$ cat config.mk
export PLATFORM = sky130hd
export DESIGN_NAME = fifo_wr_ctrl
export DESIGN_NICKNAME = d
export VERILOG_FILES = /design/src/rtl/fifo_pkg.sv /design/src/rtl/sync.sv /design/src/rtl/fifo_wr_ctrl.sv
export SDC_FILE = /design/constraint.sdc
export NUM_CORES = 1
export LEC_CHECK = 0
export CAP_MARGIN = 40
export CORE_UTILIZATION = 45
export DETAILED_ROUTE_END_ITERATION = 8
export GPL_ROUTABILITY_DRIVEN = 1
export PLACE_DENSITY = 0.78
export SKIP_LAST_GASP = 1
export SLEW_MARGIN = 20
export SYNTH_ARGS = -nofsm -noshare
export SYNTH_HDL_FRONTEND = slang
export SYNTH_SLANG_ARGS = --single-unit
$ cat constraint.sdc
create_clock -name Clk -period 3.5 [get_ports Clk]
set_clock_uncertainty 0.05 [all_clocks]
set_input_delay 0.7 -clock Clk [delete_from_list [all_inputs] [get_ports Clk]]
set_output_delay 0.7 -clock Clk [all_outputs]
set_load 0.01 [all_outputs]
$ cat src/rtl/fifo_pkg.sv
// Shared definitions for the asynchronous FIFO: Gray-code helpers and the
// write-side sequencing state encodings.
package fifo_pkg;

  localparam logic [1:0] ST_INIT = 2'd0;
  localparam logic [1:0] ST_WARM = 2'd1;
  localparam logic [1:0] ST_RUN  = 2'd2;

  // Helpers work on a wide container. Callers zero-extend a narrower code in
  // and truncate the result back; leading zeros leave both conversions exact.
  localparam int unsigned CODE_W = 32;

  function automatic logic [CODE_W-1:0] bin2gray(input logic [CODE_W-1:0] b);
    return b ^ (b >> 1);
  endfunction

  function automatic logic [CODE_W-1:0] gray2bin(input logic [CODE_W-1:0] g);
    logic [CODE_W-1:0] b;
    b[CODE_W-1] = g[CODE_W-1];
    for (int i = CODE_W - 2; i >= 0; i--) begin
      b[i] = b[i+1] ^ g[i];
    end
    return b;
  endfunction

endpackage

$ cat src/rtl/sync.sv
// Two-flop synchroniser for a multi-bit Gray-coded bus (one bit changes at a time).
module sync #(
  parameter int N = 2
) (
  input  logic         Clk,
  input  logic         reset,
  input  logic [N-1:0] d_i,
  output logic [N-1:0] q_o
);

  logic [N-1:0] meta_q;
  logic [N-1:0] sync_q;

  // Two-stage capture of the foreign-domain bus; reset is active high here.
  always_ff @(posedge Clk or posedge reset) begin
    if (reset) begin
      meta_q <= '0;
      sync_q <= '0;
    end else begin
      meta_q <= d_i;
      sync_q <= meta_q;
    end
  end

  assign q_o = sync_q;

endmodule

$ cat src/rtl/fifo_wr_ctrl.sv
// Write-side controller of the asynchronous FIFO (write clock domain only).
//
// state | meaning
// ------+---------------------------------------------------------------
// INIT  | first cycle after reset, synchroniser still flushing
// WARM  | second cycle, synchronised read pointer becomes trustworthy
// RUN   | normal operation, writes accepted while not full
module fifo_wr_ctrl
  import fifo_pkg::*;
#(
  parameter int ADDR_W    = 4,
  parameter int DATA_W    = 8,
  parameter int AF_THRESH = 12
) (
  input  logic              Clk,
  input  logic              reset,
  input  logic              wr_valid,
  input  logic [DATA_W-1:0] wr_data,
  output logic              wr_ready,
  input  logic [ADDR_W:0]   rd_ptr_gray,
  output logic [ADDR_W:0]   wr_ptr_gray,
  output logic              mem_we,
  output logic [ADDR_W-1:0] mem_waddr,
  output logic [DATA_W-1:0] mem_wdata,
  output logic              full,
  output logic              almost_full,
  output logic [ADDR_W:0]   wr_count,
  output logic              overflow,
  input  logic              ovf_clr
);

  localparam int PW = ADDR_W + 1;

  logic [1:0]    state_q, state_d;
  logic [PW-1:0] wptr_q, wptr_d;
  logic [PW-1:0] gray_q, gray_d;
  logic [PW-1:0] cnt_q, cnt_d;
  logic          full_q, full_d;
  logic          af_q, af_d;
  logic          ovf_q, ovf_d;
  logic [PW-1:0] rq2;
  logic [PW-1:0] rbin;
  logic          accept;

  sync #(.N(PW)) u_rptr_sync (
    .Clk   (Clk),
    .reset (~reset),
    .d_i   (rd_ptr_gray),
    .q_o   (rq2)
  );

  // Sequencing state register.
  always_ff @(posedge Clk or negedge reset) begin
    if (!reset) state_q <= ST_INIT;
    else        state_q <= state_d;
  end

  // Warm-up sequence and handshake; writes are held off until the read pointer is valid.
  always_comb begin
    state_d = state_q;
    case (state_q)
      ST_INIT: state_d = ST_WARM;
      ST_WARM: state_d = ST_RUN;
      ST_RUN:  state_d = ST_RUN;
      default: state_d = ST_INIT;
    endcase
    wr_ready = (state_q == ST_RUN) && !full_q;
    accept   = wr_valid && wr_ready;
  end

  // Next pointer and flags, all judged against the pointer after this cycle's write.
  always_comb begin
    wptr_d = wptr_q + PW'(accept);
    gray_d = PW'(bin2gray(CODE_W'(wptr_d)));
    rbin   = PW'(gray2bin(CODE_W'(rq2)));
    cnt_d  = wptr_d - rbin;
    full_d = (gray_d == {~rq2[ADDR_W:ADDR_W-1], rq2[ADDR_W-2:0]});
    af_d   = (cnt_d >= PW'(AF_THRESH));
    ovf_d  = ovf_q;
    if (wr_valid && !wr_ready && (state_q == ST_RUN)) ovf_d = 1'b1;
    else if (ovf_clr)                                 ovf_d = 1'b0;
  end

  // Pointer and flag registers.
  always_ff @(posedge Clk or negedge reset) begin
    if (!reset) begin
      wptr_q <= '0;
      gray_q <= '0;
      cnt_q  <= '0;
      full_q <= 1'b0;
      af_q   <= 1'b0;
      ovf_q  <= 1'b0;
    end else begin
      wptr_q <= wptr_d;
      gray_q <= gray_d;
      cnt_q  <= cnt_d;
      full_q <= full_d;
      af_q   <= af_d;
      ovf_q  <= ovf_d;
    end
  end

  assign mem_we      = accept;
  assign mem_waddr   = wptr_q[ADDR_W-1:0];
  assign mem_wdata   = wr_data;
  assign wr_ptr_gray = gray_q;
  assign full        = full_q;
  assign almost_full = af_q;
  assign wr_count    = cnt_q;
  assign overflow    = ovf_q;

endmodule

==> out/qor.txt <==
status: finished with violations
failing checks: design-rule violations
Max IR drop VDD: 0.435 mV
M1 WL: 885 um
Final GP Congestion: 0.853
Syn Nets: 135
kind of critical path: input port to flop
f_max: 342 MHz
# clock sinks: 29
R2R setup slack: 630 ps
GRT Residual Overflow: 0
initial antenna violation count: 0
Detail Route Antenna Nets: 0
maxcap violations: 0
RSZ-0062 raised after global routing: false
Die W: 57.3 um
final worst path period need: 2920 ps
slew of the pin with the lowest slew margin: 487 ps
Critical Path AT: 3090 ps
DRT Pass-1 Iters: 9
post-CTS setup buffers: 0
routed wl met2: 907 um
Synth area leader: dfrtp_1
CTS Buffer Depth: 2
pwr dens: 977 nW/um2
die area: 3280 um2
Adder-Cell Fraction of Synth Area: 8.11%
hold crit path type: flop to flop
Syn Std Cell Area: 1370 um2
DRT Wirelength: 1.98 mm
critical-path cell list: clkdlybuf4s50_1 > nand2_1 > nor2_1 > ha_1 > inv_1 > ha_1 > inv_1 > ha_1 > maj3_2 > a211oi_2 > o2bb2ai_1 > a21o_1
ANT cells: 0
# resized after CTS: 0
IO Count: 44
Crit. End Element: flop
DP Area: 1630 um2
Worst-path clk slew: 80 ps
WP data required: 3660 ps
Yosys top cell area share: 52.8%
Syn Inst Count: 110
CP bufs+invs: 3
largest cells by area after synthesis: dfrtp_1 (53%), xnor2_1 (7.7%), ha_1 (7.3%)
Total GRT Usage: 15.3%
worst setup path startpoint: wr_valid
final hold violations: 0
synthesized area per cell: 12.5 um2
initial core utilization: 48.6%
Vias/cell: 5.00
WL met3: 139 um
Slew Viols, Final: 0
sequential share of the synthesized area: 52.8%
Rows: 19
Root Driver: clkbuf_4
CP max stage delay: 470 ps
Yosys reg bits: 29
htree depth: 2
Die Ht: 57.3 um
number of I/O port buffers: 27
CP startpoint kind: input port
hold path start: u_rptr_sync.meta_q[1]
reg-to-reg startpoint: u_rptr_sync.q_o[4]
post-DP HPWL: 1.55 mm
Final setup viols: 0
CTS tree: built
Synth Area in Compound Gates: 7.56%
Yosys warning count: 0
ratio of cells with drive above 1 in the final layout: 13.9%
Layout area overhead: 24.0%
worst skew pair latency: 320 ps
Worst path most repeated cell: ha_1
DRT iter0 DRCs: 19
Slowest cell on crit path: clkdlybuf4s50_1
slew margin rel.: 67.3%
Final period util: 83.5%
fillers: 229
multiplexer share of the synthesized area: 1.55%
xor/xnor share of the synthesized area: 16.8%
DR vias: 840
largest family of logic cells by synthesized area: XOR/XNOR gates
wire per inst: 11.8 um
DR top layer: met4
Synth cell types: 32
Post-Route Setup TNS: 0 ps
Final WS setup: 576 ps
simple-gate share of the synthesized area: 5.37%
core box area: 2830 um2
global-route wire length before repair: 3.62 mm
CP top delay family: adder cells
pin count of the biggest net entering global routing: 30
Nets: 161
vias in the first global route: 842
pre-CTS setup slack: 219 ps
post-route cell area: 1700 um2
Leak: 0.774 nW
CTS buffer count: 5
# DRC: 2
cts-stage hold buffer count: 0
Crit Path Max Fanout: 4
-- layer usage --
metal / global-route usage (%) / up-vias
li1: - / 409
met1: 18.2 / 393
met2: 22.0 / 30
met3: 7.94 / 8
met4: 9.41 / 0
met5: 0 / -
-- Yosys cell counts, drive strengths merged --
cell and n:
dfrtp 29, xnor2 12, buf 9, inv 9, ha 8, o21ai 6, xor2 6, nand2 4
nand3 3, nor3 3, clkbuf 2, nor2b 2, xnor3 2, a211oi 1, a21o 1, a311oi 1
and3 1, maj3 1, mux2 1, mux2i 1, nor2 1, o211a 1, o211ai 1, o21a 1
o221a 1, o2bb2ai 1, or2 1, xor3 1
-- state kept, by name (all words and copies together) (netlist names) --
name / cells
wr_ptr_gray: 5
u_rptr_sync.meta_q: 5
u_rptr_sync.q_o: 5
wr_count: 5
full: 1
state_q: 2
almost_full: 1
wptr_q: 4
overflow: 1
-- power by group --
part / internal, mW / switching (mW)
combinational: 0.499 / 0.433
clock: 0.116 / 0.106
sequential: 0.450 / 0.0596
-- metrics by stage --
stage	hold WS [ps]	utilization (%)	total power [mW]	instances
after floorplan	281	-	1.12	110
after global placement	282	57.7	1.44	160
after detailed placement	286	57.7	1.45	160
after CTS	304	60.2	1.68	168
after global routing	307	60.2	1.81	168
final	300	60.2	1.66	168
-- cell type report --
cell class	count	area, um2	share of cell area (%)
clock inverters	1	5.00	0.294
multi-input cells	61	542	31.8
well taps	31	38.8	2.28
inverters	9	33.8	1.98
repair buffers	30	293	17.2
flip-flops and latches	29	726	42.6
clock buffers	7	65.1	3.82
-- cell families after synthesis --
family,Yosys count
AOI/OAI and AO/OA,14
xor gates and xnor gates,21
adders and majority gates,9
buffers and inverters,20
DFF,29
muxes,2
and+or+nand+nor,15
-- placed cells by master, fill, tap and decap left out, drive strengths merged, types with 2 or more instances in the layout --
cell            n
clkdlybuf4s50  27
ha              8
clkbuf          7
nor2b           2
xnor3           2
buf             3
nand2           4
nand3           3
o21ai           6
dfrtp          29
xnor2          12
inv             9
nor3            3
xor2            6
-- final timing paths --
kind                                    endpoint  cells after the start
hold reg to reg               u_rptr_sync.q_o[1]                      0
setup / recovery                     almost_full                     12
setup reg to reg                     almost_full                     10
hold / removal                u_rptr_sync.q_o[1]                      0
max in group asynchronous  u_rptr_sync.meta_q[1]                      2
min in group asynchronous             state_q[1]                      2
(Power assumes the default switching activity.)
